File: src/rtl/alu_pkg.sv
// Shared opcode encodings, FSM state type and flag-bit positions for seq_alu.
package alu_pkg;

    localparam logic [2:0] OP_ADD = 3'b000;
    localparam logic [2:0] OP_SUB = 3'b001;
    localparam logic [2:0] OP_MUL = 3'b010;
    localparam logic [2:0] OP_DIV = 3'b011;
    localparam logic [2:0] OP_REM = 3'b100;

    typedef enum logic [1:0] {
        IDLE = 2'd0,
        BUSY = 2'd1,
        DONE = 2'd2
    } state_e;

    typedef enum logic {
        MODE_MUL = 1'b0,
        MODE_DIV = 1'b1
    } mode_e;

    localparam int FLAG_CARRY = 0;
    localparam int FLAG_ZERO  = 1;
    localparam int FLAG_DBZ   = 2;
    localparam int FLAG_ERR   = 3;
    localparam int FLAG_W     = 4;

endpackage

File: src/rtl/alu_iter_unit.sv
// Shared hi/lo shift register running either shift-add multiply or restoring
// divide, one bit per cycle, for exactly WIDTH cycles after start.
module alu_iter_unit
    import alu_pkg::*;
#(
    parameter int WIDTH = 8,
    parameter int CNT_W = $clog2(WIDTH + 1)
) (
    input  logic             clk,
    input  logic             rst_n,
    input  logic             start,
    input  mode_e            mode,
    input  logic [WIDTH-1:0] a,
    input  logic [WIDTH-1:0] b,
    output logic             done,
    output logic [WIDTH-1:0] next_hi,
    output logic [WIDTH-1:0] next_lo
);

    logic [WIDTH-1:0] hi_q;
    logic [WIDTH-1:0] lo_q;
    logic [WIDTH-1:0] b_q;
    logic [CNT_W-1:0] cnt_q;
    mode_e            mode_q;
    logic             run_q;

    logic [WIDTH:0]   sum;
    logic [WIDTH:0]   shifted;
    logic [WIDTH:0]   diff;

    // done marks the cycle whose closing edge performs the last iteration, so
    // the caller can register next_hi/next_lo on that same edge.
    always_comb begin
        sum     = {1'b0, hi_q} + (lo_q[0] ? {1'b0, b_q} : '0);
        shifted = {hi_q, lo_q[WIDTH-1]};
        diff    = shifted - {1'b0, b_q};
        next_hi = '0;
        next_lo = '0;
        if (mode_q == MODE_MUL) begin
            next_hi = sum[WIDTH:1];
            next_lo = {sum[0], lo_q[WIDTH-1:1]};
        end else if (!diff[WIDTH]) begin
            next_hi = diff[WIDTH-1:0];
            next_lo = {lo_q[WIDTH-2:0], 1'b1};
        end else begin
            next_hi = shifted[WIDTH-1:0];
            next_lo = {lo_q[WIDTH-2:0], 1'b0};
        end
        done = run_q && (cnt_q == CNT_W'(WIDTH - 1));
    end

    always_ff @(posedge clk or negedge rst_n) begin
        if (!rst_n) begin
            hi_q   <= '0;
            lo_q   <= '0;
            b_q    <= '0;
            cnt_q  <= '0;
            mode_q <= MODE_MUL;
            run_q  <= 1'b0;
        end else if (start) begin
            hi_q   <= '0;
            lo_q   <= a;
            b_q    <= b;
            cnt_q  <= '0;
            mode_q <= mode;
            run_q  <= 1'b1;
        end else if (run_q) begin
            hi_q   <= next_hi;
            lo_q   <= next_lo;
            cnt_q  <= cnt_q + 1'b1;
            run_q  <= !done;
        end
    end

endmodule

File: src/rtl/seq_alu.sv
// Multi-cycle ALU: request handshake, FSM and output registers; MUL/DIV/REM
// with a non-zero divisor are delegated to alu_iter_unit.
module seq_alu
    import alu_pkg::*;
#(
    parameter int WIDTH = 8,
    parameter int CNT_W = $clog2(WIDTH + 1)
) (
    input  logic             clk,
    input  logic             rst_n,
    input  logic             in_valid,
    output logic             in_ready,
    input  logic [WIDTH-1:0] a,
    input  logic [WIDTH-1:0] b,
    input  logic [2:0]       op,
    output logic             out_valid,
    input  logic             out_ready,
    output logic [WIDTH-1:0] result,
    output logic [WIDTH-1:0] result_hi,
    output logic             carry,
    output logic             zero,
    output logic             dbz,
    output logic             err
);

    state_e            state_q, state_d;
    logic [2:0]        op_q;
    logic [WIDTH-1:0]  result_q, result_d;
    logic [WIDTH-1:0]  result_hi_q, result_hi_d;
    logic [FLAG_W-1:0] flags_q, flags_d;
    logic              load;
    logic              accept;

    logic              iter_start;
    mode_e             iter_mode;
    logic              iter_done;
    logic [WIDTH-1:0]  iter_hi;
    logic [WIDTH-1:0]  iter_lo;
    logic [WIDTH:0]    add_sum;

    alu_iter_unit #(
        .WIDTH (WIDTH),
        .CNT_W (CNT_W)
    ) u_iter (
        .clk     (clk),
        .rst_n   (rst_n),
        .start   (iter_start),
        .mode    (iter_mode),
        .a       (a),
        .b       (b),
        .done    (iter_done),
        .next_hi (iter_hi),
        .next_lo (iter_lo)
    );

    assign in_ready  = (state_q == IDLE);
    assign out_valid = (state_q == DONE);
    assign result    = result_q;
    assign result_hi = result_hi_q;
    assign carry     = flags_q[FLAG_CARRY];
    assign zero      = flags_q[FLAG_ZERO];
    assign dbz       = flags_q[FLAG_DBZ];
    assign err       = flags_q[FLAG_ERR];

    // Divide-by-zero and illegal opcodes finish at the accept edge; only
    // iterative ops pass through BUSY.
    always_comb begin
        state_d     = state_q;
        result_d    = '0;
        result_hi_d = '0;
        flags_d     = '0;
        load        = 1'b0;
        accept      = 1'b0;
        iter_start  = 1'b0;
        iter_mode   = MODE_MUL;
        add_sum     = {1'b0, a} + {1'b0, b};
        unique case (state_q)
            IDLE: begin
                if (in_valid) begin
                    accept  = 1'b1;
                    load    = 1'b1;
                    state_d = DONE;
                    case (op)
                        OP_ADD: begin
                            result_d            = add_sum[WIDTH-1:0];
                            flags_d[FLAG_CARRY] = add_sum[WIDTH];
                        end
                        OP_SUB: begin
                            result_d            = a - b;
                            flags_d[FLAG_CARRY] = (a < b);
                        end
                        OP_MUL: begin
                            load       = 1'b0;
                            iter_start = 1'b1;
                            iter_mode  = MODE_MUL;
                            state_d    = BUSY;
                        end
                        OP_DIV, OP_REM: begin
                            if (b == '0) begin
                                result_d          = (op == OP_DIV) ? '1 : a;
                                flags_d[FLAG_DBZ] = 1'b1;
                            end else begin
                                load       = 1'b0;
                                iter_start = 1'b1;
                                iter_mode  = MODE_DIV;
                                state_d    = BUSY;
                            end
                        end
                        default: flags_d[FLAG_ERR] = 1'b1;
                    endcase
                end
            end
            BUSY: begin
                if (iter_done) begin
                    load    = 1'b1;
                    state_d = DONE;
                    case (op_q)
                        OP_MUL: begin
                            result_hi_d = iter_hi;
                            result_d    = iter_lo;
                        end
                        OP_DIV:  result_d = iter_lo;
                        default: result_d = iter_hi;
                    endcase
                end
            end
            DONE: begin
                if (out_ready) state_d = IDLE;
            end
            default: state_d = IDLE;
        endcase
        flags_d[FLAG_ZERO] = ({result_hi_d, result_d} == '0);
    end

    always_ff @(posedge clk or negedge rst_n) begin
        if (!rst_n) begin
            state_q     <= IDLE;
            op_q        <= '0;
            result_q    <= '0;
            result_hi_q <= '0;
            flags_q     <= '0;
        end else begin
            state_q <= state_d;
            if (accept) op_q <= op;
            if (load) begin
                result_q    <= result_d;
                result_hi_q <= result_hi_d;
                flags_q     <= flags_d;
            end
        end
    end

endmodule

File: config.mk
export PLATFORM = sky130hd
export DESIGN_NAME = seq_alu
export DESIGN_NICKNAME = d
export VERILOG_FILES = /design/src/rtl/alu_pkg.sv /design/src/rtl/alu_iter_unit.sv /design/src/rtl/seq_alu.sv
export SDC_FILE = /design/constraint.sdc
export NUM_CORES = 1
export LEC_CHECK = 0
export ABC_AREA = 0
export BUFFER_PORTS_ARGS = -buffer_cell sky130_fd_sc_hd__buf_2
export CAP_MARGIN = 20
export CORE_MARGIN = 2
export CORE_UTILIZATION = 40
export CTS_CLUSTER_SIZE = 8
export DETAILED_ROUTE_END_ITERATION = 7
export PLACE_DENSITY = 0.66
export SYNTH_ARGS = -nofsm -noshare
export SYNTH_HDL_FRONTEND = slang
export SYNTH_SLANG_ARGS = --single-unit
File: constraint.sdc
create_clock -name clk -period 4.4 [get_ports clk]
set_input_delay 0.44 -clock clk [delete_from_list [all_inputs] [get_ports clk]]
set_output_delay 0.44 -clock clk [all_outputs]
set_load 0.005 [all_outputs]
Word level (Yosys, flattened, before mapping):

Cells that the tools add are included.

* add/subtract/negate cells: 5
* $mul: 0
* div/mod/pow operators: 0
* $lt $le $gt $ge: 1
* equal/unequal tests: 12
* shift operators: 0
* muxes and demuxes: 50
* bitwise logic cells: 0
* reductions and logical operators: 11

Operators with widths (count)
* 8-bit two-way mux: 16
* 8-bit case mux with 3 select lines: 1
* 1-bit two-way mux: 18
* 16-bit logical NOT: 1
* 8-bit case mux with 2 select lines: 1
* 3-bit by 2-bit == test with 1-bit output (second input constant): 4
* 2-bit two-way mux: 6
* 8-bit by 8-bit adder with 9-bit output: 1
* 8-bit by 9-bit adder with 9-bit output: 1
* 9-bit by 8-bit subtractor with 9-bit output: 1
* 8-bit logical NOT: 1
* 8-bit less-than comparator: 1
* 4-bit two-way mux: 2
* 1-bit case mux with 2 select lines: 4
* 8-bit subtractor: 1
* 2-bit case mux with 3 select lines: 1
* 5-bit OR reduction: 1
* 4-bit by 1-bit adder with 4-bit output (second input constant): 1
* 4-bit by 3-bit == test with 1-bit output (second input constant): 1
* 2-bit by 1-bit inequality test with 1-bit output (second input constant): 2
* 2-bit case mux with 2 select lines: 1
* 2-bit OR reduction: 2
* 3-bit by 1-bit == test with 1-bit output (second input constant): 1
* 3-bit == test (second input constant): 1
* other kinds (9): 9

* register bits: 55
* bits in latches: 0
* RAM bits: 0
* memory bits (read-only): 0
* input port bits: 23
* output and inout bits: 22
* word-level logic and storage cells: 90
* memories kept: 0

Logic depth before layout (Yosys ltp):

Gate-level depths: netlist of run 1.

* depth in word-level cells: 7
* gate-level depth with buffers: 13
* gate-level depth less buffers: 13

Cells and area by module:

From an unflattened synthesis of run 1, not the netlist that was laid out.

* cell total of the unflattened synthesis: 495
* area total of the unflattened synthesis: 4391.7 um^2

Modules (own cells, without submodules)
* alu_iter_unit: times used 1, cells an instance 250, area an instance 2213.4 um^2, sequential area each 750.7 um^2
* seq_alu: times used 1, cells an instance 245, area an instance 2178.3 um^2, sequential area each 625.6 um^2

Least setup slack after synthesis of run 1:

OpenSTA, ideal clock, no wires.

* kind: register -> register
* from: reg u_iter.lo_q[7]
* to: reg flags_q[1]
* setup time: 67 ps
* arrival time: 3230 ps
* data required time: 4333 ps
* path slack: 1102 ps
* cell stages (with the launch flop): 14
* path buffers: 1
* period minus slack after synthesis: 3298 ps
* cell sequence: dfrtp_1 -> inv_1 -> ha_1 -> fa_1 -> nand2b_1 -> a211o_1 -> a21o_1 -> buf_6 -> xnor2_4 -> mux2_4 -> a31o_1 -> a2111oi_0 -> and4bb_1 -> a32o_1

* word-level cells in the longest chain between the ends: 7
* elaborated cells between the ends (all ways): 12
* classes of those cells: add/sub (1); mux (10); reduce/logical (1)

RTL lines
* start, declared: line alu_iter_unit.sv:21 `logic [WIDTH-1:0] lo_q;`
* start signal, assigned: line alu_iter_unit.sv:69 `lo_q <= next_lo;`
* 9-bit by 8-bit subtractor with 9-bit output: line alu_iter_unit.sv:36 `diff = shifted - {1'b0, b_q};`
* 8-bit two-way mux or 1-bit two-way mux (tied branches): line alu_iter_unit.sv:42 `end else if (!diff[WIDTH]) begin`
* 8-bit two-way mux: line alu_iter_unit.sv:39 `if (mode_q == MODE_MUL) begin`
* 8-bit two-way mux: line seq_alu.sv:117 `case (op_q)`
* 8-bit two-way mux: line seq_alu.sv:114 `if (iter_done) begin`
* 8-bit case mux with 2 select lines or 8-bit two-way mux (tied branches): line seq_alu.sv:77 `unique case (state_q)`
* 16-bit logical NOT *: line seq_alu.sv:132 `flags_d[FLAG_ZERO] = ({result_hi_d, result_d} == '0);`
* end signal, assigned: line seq_alu.sv:148 `flags_q <= flags_d;`
* end, declared: line seq_alu.sv:30 `logic [FLAG_W-1:0] flags_q, flags_d;`

Every way passes the cells marked *; elsewhere a longest branch is shown, timed or not.
A chain may end at the register's enable or synchronous reset.

Worst setup path after layout of run 1:

Same ends and word-level chain as after synthesis.

==> results of run 1 <==
==> Yosys cell counts (all sizes together) (4+ instances only) <==
cell type  number  area [sq um]
o31ai           6          45.0
nand3           8          40.0
clkbuf         13          48.8
mux2i          21           210
nand2b          9          56.3
and2           13          81.3
a21oi          37           189
fa              4          80.1
inv            30           113
a21o           14           105
xor2            7          61.3
nor3            9          45.0
nor4            6          56.3
buf            12          70.1
nor2b           5          31.3
ha             34           425
mux2            4          48.8
nor2           65           246
dfrtp          55          1380
nand2          50           188
o21ai          40           200
o211ai          6          50.1
a211oi         15           113
xnor2          12           124
o22ai           5          31.3
==> sequential cells by signal, indices dropped and copies added (netlist names) <==
name and flops:
op_q 3, result_hi 8, flags_q 4, state_q 2, u_iter.b_q 8, u_iter.hi_q 8
u_iter.lo_q 8, u_iter.mode_q 1, result 8, u_iter.cnt_q 4, u_iter.run_q 1
==> cell type report <==
cell class | count | area (sq um) | share of cell area
Timing Repair Buffer | 48 | 250 | 0.0512
Sequential cell | 55 | 1380 | 0.281
Clock buffer | 5 | 68.8 | 0.0141
Multi-Input combinational cell | 425 | 2880 | 0.589
Inverter | 30 | 113 | 0.0230
Clock inverter | 3 | 27.5 | 0.00563
Tap cell | 140 | 175 | 0.0358
==> metal layers <==
| metal | wire, um | share of wire |
|---|---|---|
| met1 | 6010 | 0.48 |
| met2 | 5720 | 0.46 |
| met3 | 601 | 0.048 |
| met4 | 208 | 0.017 |
| met5 | 0 | 0 |
==> path summary, 6_finish.rpt <==
path / from / to / cells past startpoint
setup / recovery: u_iter.lo_q[7]$_DFFE_PN0P_ / flags_q[1]$_DFFE_PN0P_ / 12
hold / removal: rst_n / u_iter.b_q[6]$_DFFE_PN0P_ / 2
setup reg to reg: u_iter.lo_q[7]$_DFFE_PN0P_ / flags_q[1]$_DFFE_PN0P_ / 12
hold reg to reg: result_hi[0]$_DFFE_PN0P_ / result_hi[0]$_DFFE_PN0P_ / 2
max in group asynchronous: rst_n / u_iter.mode_q$_DFFE_PN0P_ / 2
min in group clk: op[2] / op_q[2]$_DFFE_PN0P_ / 3
==> power groups by stage <==
| stage | sequential (uW) | combinational (uW) | clock, uW |
|---|---|---|---|
| 3_5_place_dp | 981 | 2580 | 0 |
| 5_1_grt | 1010 | 2880 | 330 |
| 3_3_place_gp | 970 | 2550 | 0 |
| 4_1_cts | 968 | 2600 | 314 |
| 6_report | 974 | 2610 | 309 |
| 2_1_floorplan | 861 | 2040 | 0 |
==> kinds of logic after synthesis <==
| kind of cell | share of synthesized area |
|---|---|
| buffers and inverters | 0.0516 |
| DFF | 0.307 |
| muxes | 0.0577 |
| xor gates and xnor gates | 0.0413 |
| adders and majority gates | 0.113 |
| AOI/OAI and AO/OA | 0.229 |
| and+or+nand+nor | 0.201 |
==> worst reg2reg max path: stages (launching register included) <==
cell and delay, ps:
dfrtp_1 410, inv_1 90, ha_1 210, fa_1 450
nand2b_1 180, a211o_1 290, a21oi_1 430, nor3_1 100
nor3_1 590, o211ai_1 170, nand4bb_1 260, a211oi_1 270
a32o_1 190
==> per-stage QoR <==
step | area [sq um] | power [uW] | hold WS [ps] | util | worst slack, ps
floorplan | 4490 | 2900 | 144 | - | 1100
global placement | 4790 | 3520 | 470 | 0.440 | 741
detailed placement | 4790 | 3560 | 472 | 0.440 | 743
CTS | 4890 | 3880 | 278 | 0.449 | 675
global route | 4890 | 4220 | 301 | 0.449 | 448
finish | 4890 | 3890 | 232 | 0.449 | 700
==> impl_metrics.json, run 1 <==
{
  "numCtsBuffers": 5,
  "antenna_cells": 0,
  "grt_pass1_vias": 3832,
  "die_x_um": 110,
  "drv_cap": 0,
  "rsz0062_at_grt": "no",
  "clkTransAtPathRegs_ps": 110,
  "yosysSeqAreaShare": 0.307,
  "globalRouteOverflowTotal": 0,
  "holdCritPathClass": "in2async",
  "combinationalPowerShare": 0.670,
  "grt_max_degree": 56,
  "fin_cells": 706,
  "power_frac_seq": 0.250,
  "crit_fanout": 6,
  "syn_nets": 596,
  "ir_drop_mv": 0.338,
  "postSynthCellCount": 535,
  "postCtsSetupRepairBufs": 0,
  "num_io_pins": 45,
  "worstSetupPathType": "reg2reg",
  "synth_edf_count": 0,
  "intPower_uw": 1930,
  "fillerInstances": 1080,
  "drv_slew": 0,
  "cp_num_buf_inv": 1,
  "nNetsFinal": 626,
  "ys_types": 71,
  "drc": 0,
  "cpMostUsedCell": "nor3_1",
  "clk_latency_ps": 320,
  "switchingPower_uw": 1960,
  "gr-usage-met3": 0.0213,
  "ctsHoldBuffers": 0,
  "routedWlPerCell_um": 17.8,
  "grt_use_total": 0.213,
  "max-slew-margin-rel": 0.456,
  "final_common_cell": "nor2_1",
  "min_period_ps": 3700,
  "portBuffers": 44,
  "power_density_mw_per_mm2": 795,
  "antenna_found_initial": 0,
  "drt_first_pass_iters": 5,
  "tritoncts": "yes",
  "die-height_um": 110,
  "cts.sinks": 55,
  "start_kind": "register",
  "clockBufferDepth": 2,
  "fmax_ghz": 0.270,
  "syn_area_sq_mm": 0.00449,
  "finalSetupViolations": 0,
  "switching_share": 0.505,
  "synth_warnings": 0,
  "dieArea_sq_mm": 0.0121,
  "cp_top_family": "compound AO/OA/AOI/OAI gates",
  "end_kind": "register",
  "power_frac_clock": 0.079,
  "fp.coreArea_sq_mm": 0.0109,
  "grt_busiest_layer": "met2",
  "status": "finished clean",
  "drt_iter0_markers": 379,
  "drive_gt1_frac": 0.125,
  "layout_common_cells": "63 x nor2_1, 55 x dfrtp_1, 50 x nand2_1",
  "p_leak_uw": 0.00234,
  "synth_seq_cells": 55,
  "h-tree-depth": 2,
  "antenna_left": 0,
  "row_count": 38,
  "synthArstFlopShare": 1.00,
  "dp_hpwl_mm": 9.79,
  "crit_arrival_ps": 3960,
  "r2r_setup_slack_ps": 700,
  "vias_per_cell": 5.80,
  "worstPathRequired_ps": 4660,
  "hold_violations": 0,
  "vias": 4094,
  "root_buffer": "clkbuf_8",
  "grt_util_met2": 0.343,
  "use_met1": 0.303,
  "setup-tns-final_ps": 0,
  "drt-total-wl_mm": 12.5,
  "grt_pass1_wl_mm": 19.7,
  "gp_congestion": 0.902,
  "syn_area_per_cell_sq_um": 8.38,
  "period_share": 0.841,
  "initial_core_util": 0.412,
  "worst_path_max_delay_cell": "nor3_1",
  "cp_cell_sequence": "inv_1, ha_1, fa_1, nand2b_1, a211o_1, a21oi_1, nor3_1, nor3_1, o211ai_1, nand4bb_1, a211oi_1, a32o_1",
  "place_inst": 698,
  "cts_resized": 0,
  "cpPeakStageDelay_ps": 590,
  "ys.flop_type": "dfrtp_1",
  "synthToLayoutAreaGrowth_pct": 9.04,
  "tightest_slew_ps": 815,
  "fin_skew_ps": 5.04
}
No activity file was read; power rests on OpenSTA's default activity.
==> inputs of run 2 (changes only) <==
clock period = 3.88 ns   (was 4.4 ns; I/O delays follow)
==> run 2 against run 1 <==
Against the previous run:
- wire length down 0.31%
- hold slack worse by 120 ps
- sequential share of layout area decreased by 0.32 points
- critical endpoint unchanged
==> impl_metrics.json, run 2 (same netlist as run 1, synthesis figures left out) <==
{
  "num_io_pins": 45,
  "hold_violations": 0,
  "cp_num_buf_inv": 1,
  "final_common_cell": "nor2_1",
  "clk_latency_ps": 320,
  "worstPathRequired_ps": 4150,
  "grt_pass1_wl_mm": 19.9,
  "worstReg2RegStart": "u_iter.lo_q[7]$_DFFE_PN0P_",
  "rsz0062_at_grt": "no",
  "post-route-cell-area_sq_mm": 0.00495,
  "grt_max_degree": 31,
  "fin_cells": 711,
  "gp_congestion": 0.914,
  "vias": 4089,
  "dieArea_sq_mm": 0.0121,
  "period_share": 0.930,
  "fillerInstances": 1083,
  "root_buffer": "clkbuf_8",
  "layout_common_cells": "63 x nor2_1, 55 x dfrtp_1, 50 x nand2_1",
  "dp_hpwl_mm": 9.80,
  "holdCritPathClass": "in2async",
  "placed_area_sq_mm": 0.00483,
  "tightest_slew_ps": 970,
  "fin_skew_ps": 10.7,
  "power_density_mw_per_mm2": 916,
  "drv_slew": 0,
  "ff2ff_path_depth": 12,
  "nNetsFinal": 631,
  "multi_input_area_sq_mm": 0.00289,
  "crit_fanout": 8,
  "r2r_setup_slack_ps": 270,
  "max-slew-margin-rel": 0.354,
  "synthToLayoutAreaGrowth_pct": 10.3,
  "crit_arrival_ps": 3880,
  "cp_top_family": "compound AO/OA/AOI/OAI gates",
  "p_total_uw": 4530,
  "antenna_found_initial": 0,
  "cts.sinks": 55,
  "ctsHoldBuffers": 0,
  "clockBufferDepth": 2,
  "portBuffers": 44,
  "area.sequential_sq_mm": 0.00138,
  "cp_cell_sequence": "inv_1, ha_1, fa_1, nand2b_1, a211o_1, a21o_2, xnor2_4, mux2_4, a31o_1, a2111oi_1, and4bb_1, a32o_1",
  "row_count": 38,
  "tritoncts": "yes",
  "switching_share": 0.494,
  "antenna_left": 0,
  "drc": 0,
  "worst_path_max_delay_cell": "fa_1",
  "grt_use_total": 0.216,
  "drt_iter0_markers": 338,
  "drv_cap": 0,
  "die_x_um": 110,
  "antenna_cells": 0,
  "setup-tns-final_ps": 0,
  "cpPeakStageDelay_ps": 460,
  "drt_first_pass_iters": 5,
  "routedWlPerCell_um": 17.6,
  "ir_drop_mv": 0.363,
  "globalRouteOverflowTotal": 0,
  "fp.coreArea_sq_mm": 0.0109,
  "fmax_ghz": 0.277,
  "h-tree-depth": 2,
  "drive_gt1_frac": 0.137,
  "numCtsBuffers": 5,
  "die-height_um": 110,
  "end_kind": "register",
  "clkTransAtPathRegs_ps": 120,
  "min_period_ps": 3610,
  "status": "finished clean",
  "grt_pass1_vias": 3755,
  "drt-total-wl_mm": 12.5,
  "power_frac_clock": 0.078,
  "combinationalPowerShare": 0.679,
  "place_inst": 701,
  "finalSetupViolations": 0,
  "intPower_uw": 2290,
  "timing.rr.end": "flags_q[1]$_DFFE_PN0P_",
  "worstSetupPathType": "reg2reg",
  "switchingPower_uw": 2240,
  "power_frac_seq": 0.244,
  "start_kind": "register",
  "p_leak_uw": 0.00236,
  "initial_core_util": 0.412,
  "vias_per_cell": 5.75
}
run 2: cell count changes in the layout (fill, tap and decap cells not counted):
cell	change
mux2i_2	+1
buf_4	+4
a21o_1	-1
mux2i_1	-1
a21o_2	+1
a2111oi_1	+1
buf_12	+1
a2111oi_0	-1
run 2: per-layer routing:
layer  up-vias  global-route usage  share of wire
li1       1989                   -              -
met1      1960               0.320           0.49
met2       128               0.332           0.45
met3        12              0.0243          0.048
met4         0              0.0570          0.015
met5         -                   0              0
run 2: area by class of cell:
class / count / share of cell area
clock buffers: 5 / 0.0139
repair buffers: 53 / 0.0607
multi-input cells: 425 / 0.583
well taps: 140 / 0.0354
clock inverters: 3 / 0.00556
inverters: 30 / 0.0228
flip-flops and latches: 55 / 0.278
run 2: what timing repair did:
item                       in CTS  in global routing
resized for setup               0                  3
buffers inserted                0                  2
setup endpoints to repair       0                  1
run 2: worst max path at each step:
stage               cells past startpoint                      to                       start
detailed placement                     12  flags_q[1]$_DFFE_PN0P_  u_iter.lo_q[7]$_DFFE_PN0P_
global route                           12  flags_q[1]$_DFFE_PN0P_  u_iter.lo_q[7]$_DFFE_PN0P_
finish                                 12  flags_q[1]$_DFFE_PN0P_  u_iter.lo_q[7]$_DFFE_PN0P_
floorplan                              13  flags_q[1]$_DFFE_PN0P_  u_iter.lo_q[7]$_DFFE_PN0P_
global placement                       12  flags_q[1]$_DFFE_PN0P_  u_iter.lo_q[7]$_DFFE_PN0P_
CTS                                    12  flags_q[1]$_DFFE_PN0P_  u_iter.lo_q[7]$_DFFE_PN0P_
run 2: power groups by stage:
stage / clock [uW] / sequential [uW] / combinational (uW)
2_1_floorplan: 0 / 977 / 2310
3_3_place_gp: 0 / 1100 / 2910
3_5_place_dp: 0 / 1110 / 2950
4_1_cts: 360 / 1100 / 2970
5_1_grt: 385 / 1140 / 3390
6_report: 352 / 1100 / 3070
run 2: worst register-to-register path: cells and delay by family (launching register included):
| family | cells | cell delay (ps) |
|---|---|---|
| multiplexers | 1 | 340 |
| buffers and inverters | 1 | 90 |
| XOR/XNOR | 1 | 260 |
| flip-flops | 1 | 410 |
| adder cells (fa/ha/maj) | 2 | 670 |
| AND/OR/NAND/NOR | 2 | 430 |
| AO/OA/AOI/OAI | 5 | 1350 |
run 2: through the flow:
stage | util | hold WS [ps] | setup WS [ps]
floorplan | - | 92.4 | 582
detailed placement | 0.444 | 468 | 236
global placement | 0.444 | 459 | 344
finish | 0.454 | 114 | 273
global route | 0.454 | 157 | 36.0
CTS | 0.452 | 132 | 208
==> inputs of run 3 (changes only) <==
PLACE_DENSITY = 0.68   (was 0.66)
clock period = 3.3 ns   (was 3.88 ns; I/O delays follow)
==> run 3 against run 2 <==
Against the previous run:
- critical path depth is the same
- sequential cell count is the same
- cell count grew 3.7%
- clock skew grew 1.7 ps
- non-clock buffer count grew 26
- final area grew 6.7%
- maximum frequency grew 12%
- via count grew 3.1%
- count of clock-buffer cells in the layout is the same
- hold slack lost 84 ps
- largest cell class unchanged
- first-iteration DRC count shrank 8.3%
==> impl_metrics.json, run 3 (same netlist as run 1, synthesis figures left out) <==
{
  "intPower_uw": 3160,
  "power_frac_seq": 0.204,
  "row_count": 38,
  "antenna_left": 0,
  "final_common_cell": "nor2_1",
  "dieArea_sq_mm": 0.0121,
  "start_kind": "register",
  "route.met2.wl_mm": 6.10,
  "p_leak_uw": 0.00251,
  "min_period_ps": 3210,
  "tritoncts": "yes",
  "setup-tns-final_ps": 0,
  "portBuffers": 44,
  "dp_hpwl_mm": 10.3,
  "drt_first_pass_iters": 5,
  "grt_use_total": 0.225,
  "clockBufferDepth": 2,
  "synthToLayoutAreaGrowth_pct": 17.6,
  "fp.coreArea_sq_mm": 0.0109,
  "status": "finished clean",
  "combinationalPowerShare": 0.729,
  "drt_iter0_markers": 310,
  "ir_drop_mv": 0.570,
  "grt_pass1_wl_mm": 21.0,
  "vias": 4216,
  "placed_area_sq_mm": 0.00502,
  "power_frac_clock": 0.066,
  "vias_per_cell": 5.72,
  "finalSetupViolations": 0,
  "die_x_um": 110,
  "grt_pass1_vias": 4085,
  "clk_latency_ps": 320,
  "hold_violations": 0,
  "timing.rr.end": "flags_q[1]$_DFFE_PN0P_",
  "globalRouteOverflowTotal": 0,
  "wl_met1_mm": 6.17,
  "num_io_pins": 45,
  "root_buffer": "clkbuf_8",
  "layout_common_cells": "63 x nor2_1, 55 x dfrtp_1, 50 x nand2_1",
  "fin_skew_ps": 12.4,
  "switchingPower_uw": 2940,
  "worstPathRequired_ps": 3570,
  "worstReg2RegStart": "u_iter.b_q[0]$_DFFE_PN0P_",
  "period_share": 0.973,
  "fmax_ghz": 0.311,
  "initial_core_util": 0.412,
  "switching_share": 0.481,
  "post-route-cell-area_sq_mm": 0.00528,
  "die-height_um": 110,
  "drv_cap": 0,
  "cts.sinks": 55,
  "nNetsFinal": 657,
  "antenna_found_initial": 0,
  "worstSetupPathType": "reg2reg",
  "holdCritPathClass": "in2async",
  "r2r_setup_slack_ps": 90,
  "crit_fanout": 6,
  "end_kind": "register",
  "top_layer": "met4",
  "drc": 0,
  "gp_congestion": 0.983,
  "drv_slew": 0,
  "routedWlPerCell_um": 17.7,
  "crit_arrival_ps": 3480,
  "clkTransAtPathRegs_ps": 110,
  "met3WireLength_um": 586,
  "power_density_mw_per_mm2": 1160,
  "grt_max_degree": 31,
  "h-tree-depth": 2,
  "drive_gt1_frac": 0.208,
  "antenna_cells": 0,
  "utilization": 0.485,
  "ff2ff_path_depth": 12,
  "max-slew-margin-rel": 0.450,
  "tightest_slew_ps": 815,
  "numCtsBuffers": 5,
  "drt-total-wl_mm": 13.0
}
run 3: cell count changes in the layout (fill, tap and decap cells not counted), sizes merged:
cell	delta
buf	+26
run 3: cell type report:
cell class | instances | area (sq um)
Fill cell | 1068 | 5610
Multi-Input combinational cell | 425 | 3030
Sequential cell | 55 | 1380
Timing Repair Buffer | 79 | 487
Tap cell | 140 | 175
Inverter | 30 | 113
Clock buffer | 5 | 68.8
Clock inverter | 3 | 27.5
run 3: worst max-delay path: stages, from the launching register on:
cell       delay [ps]
dfrtp_1           430
ha_4              180
fa_2              390
nand2b_4          150
a211o_1           330
a21o_4            250
buf_4             170
and3_4            180
nor4_4            270
o21ai_2           130
a2111oi_4         300
and4bb_1          230
a32o_1            160
run 3: per-stage QoR:
stage | cells | hold WS [ps] | power (uW) | setup WS [ps]
CTS | 737 | 46.0 | 5710 | 0.491
finish | 737 | 29.8 | 6100 | 88.3
global placement | 728 | 385 | 5140 | 16.9
detailed placement | 728 | 391 | 5210 | -108
global route | 737 | 81.9 | 6590 | -38.8
floorplan | 535 | 34.4 | 3870 | 2.13
run 3: power by group through the flow:
stage	combinational, uW	sequential, uW	clock (uW)
5_1_grt	4870	1280	441
2_1_floorplan	2720	1150	0
4_1_cts	4060	1230	414
6_report	4450	1250	405
3_3_place_gp	3910	1240	0
3_5_place_dp	3970	1250	0
run 3: worst max path at each step:
stage                                          start                     end  depth (start not counted)
after floorplan           u_iter.lo_q[7]$_DFFE_PN0P_  flags_q[1]$_DFFE_PN0P_                         13
after global placement     u_iter.b_q[0]$_DFFE_PN0P_  flags_q[1]$_DFFE_PN0P_                         11
after detailed placement   u_iter.b_q[0]$_DFFE_PN0P_  flags_q[1]$_DFFE_PN0P_                         11
after CTS                  u_iter.b_q[0]$_DFFE_PN0P_  flags_q[1]$_DFFE_PN0P_                         12
after global routing       u_iter.b_q[0]$_DFFE_PN0P_  flags_q[1]$_DFFE_PN0P_                         12
final                      u_iter.b_q[0]$_DFFE_PN0P_  flags_q[1]$_DFFE_PN0P_                         12
run 3: timing repair:
item | CTS | global route
setup endpoints to repair | 1 | 2
setup buffers | 1 | 0
gates resized for setup | 4 | 26
pin swaps | 2 | 10
hold buffers | 0 | 0
run 3: per-layer routing:
layer	vias to the layer above	track usage
li1	2028	-
met1	2056	0.328
met2	121	0.365
met3	11	0.0154
met4	0	0.0452
met5	-	0
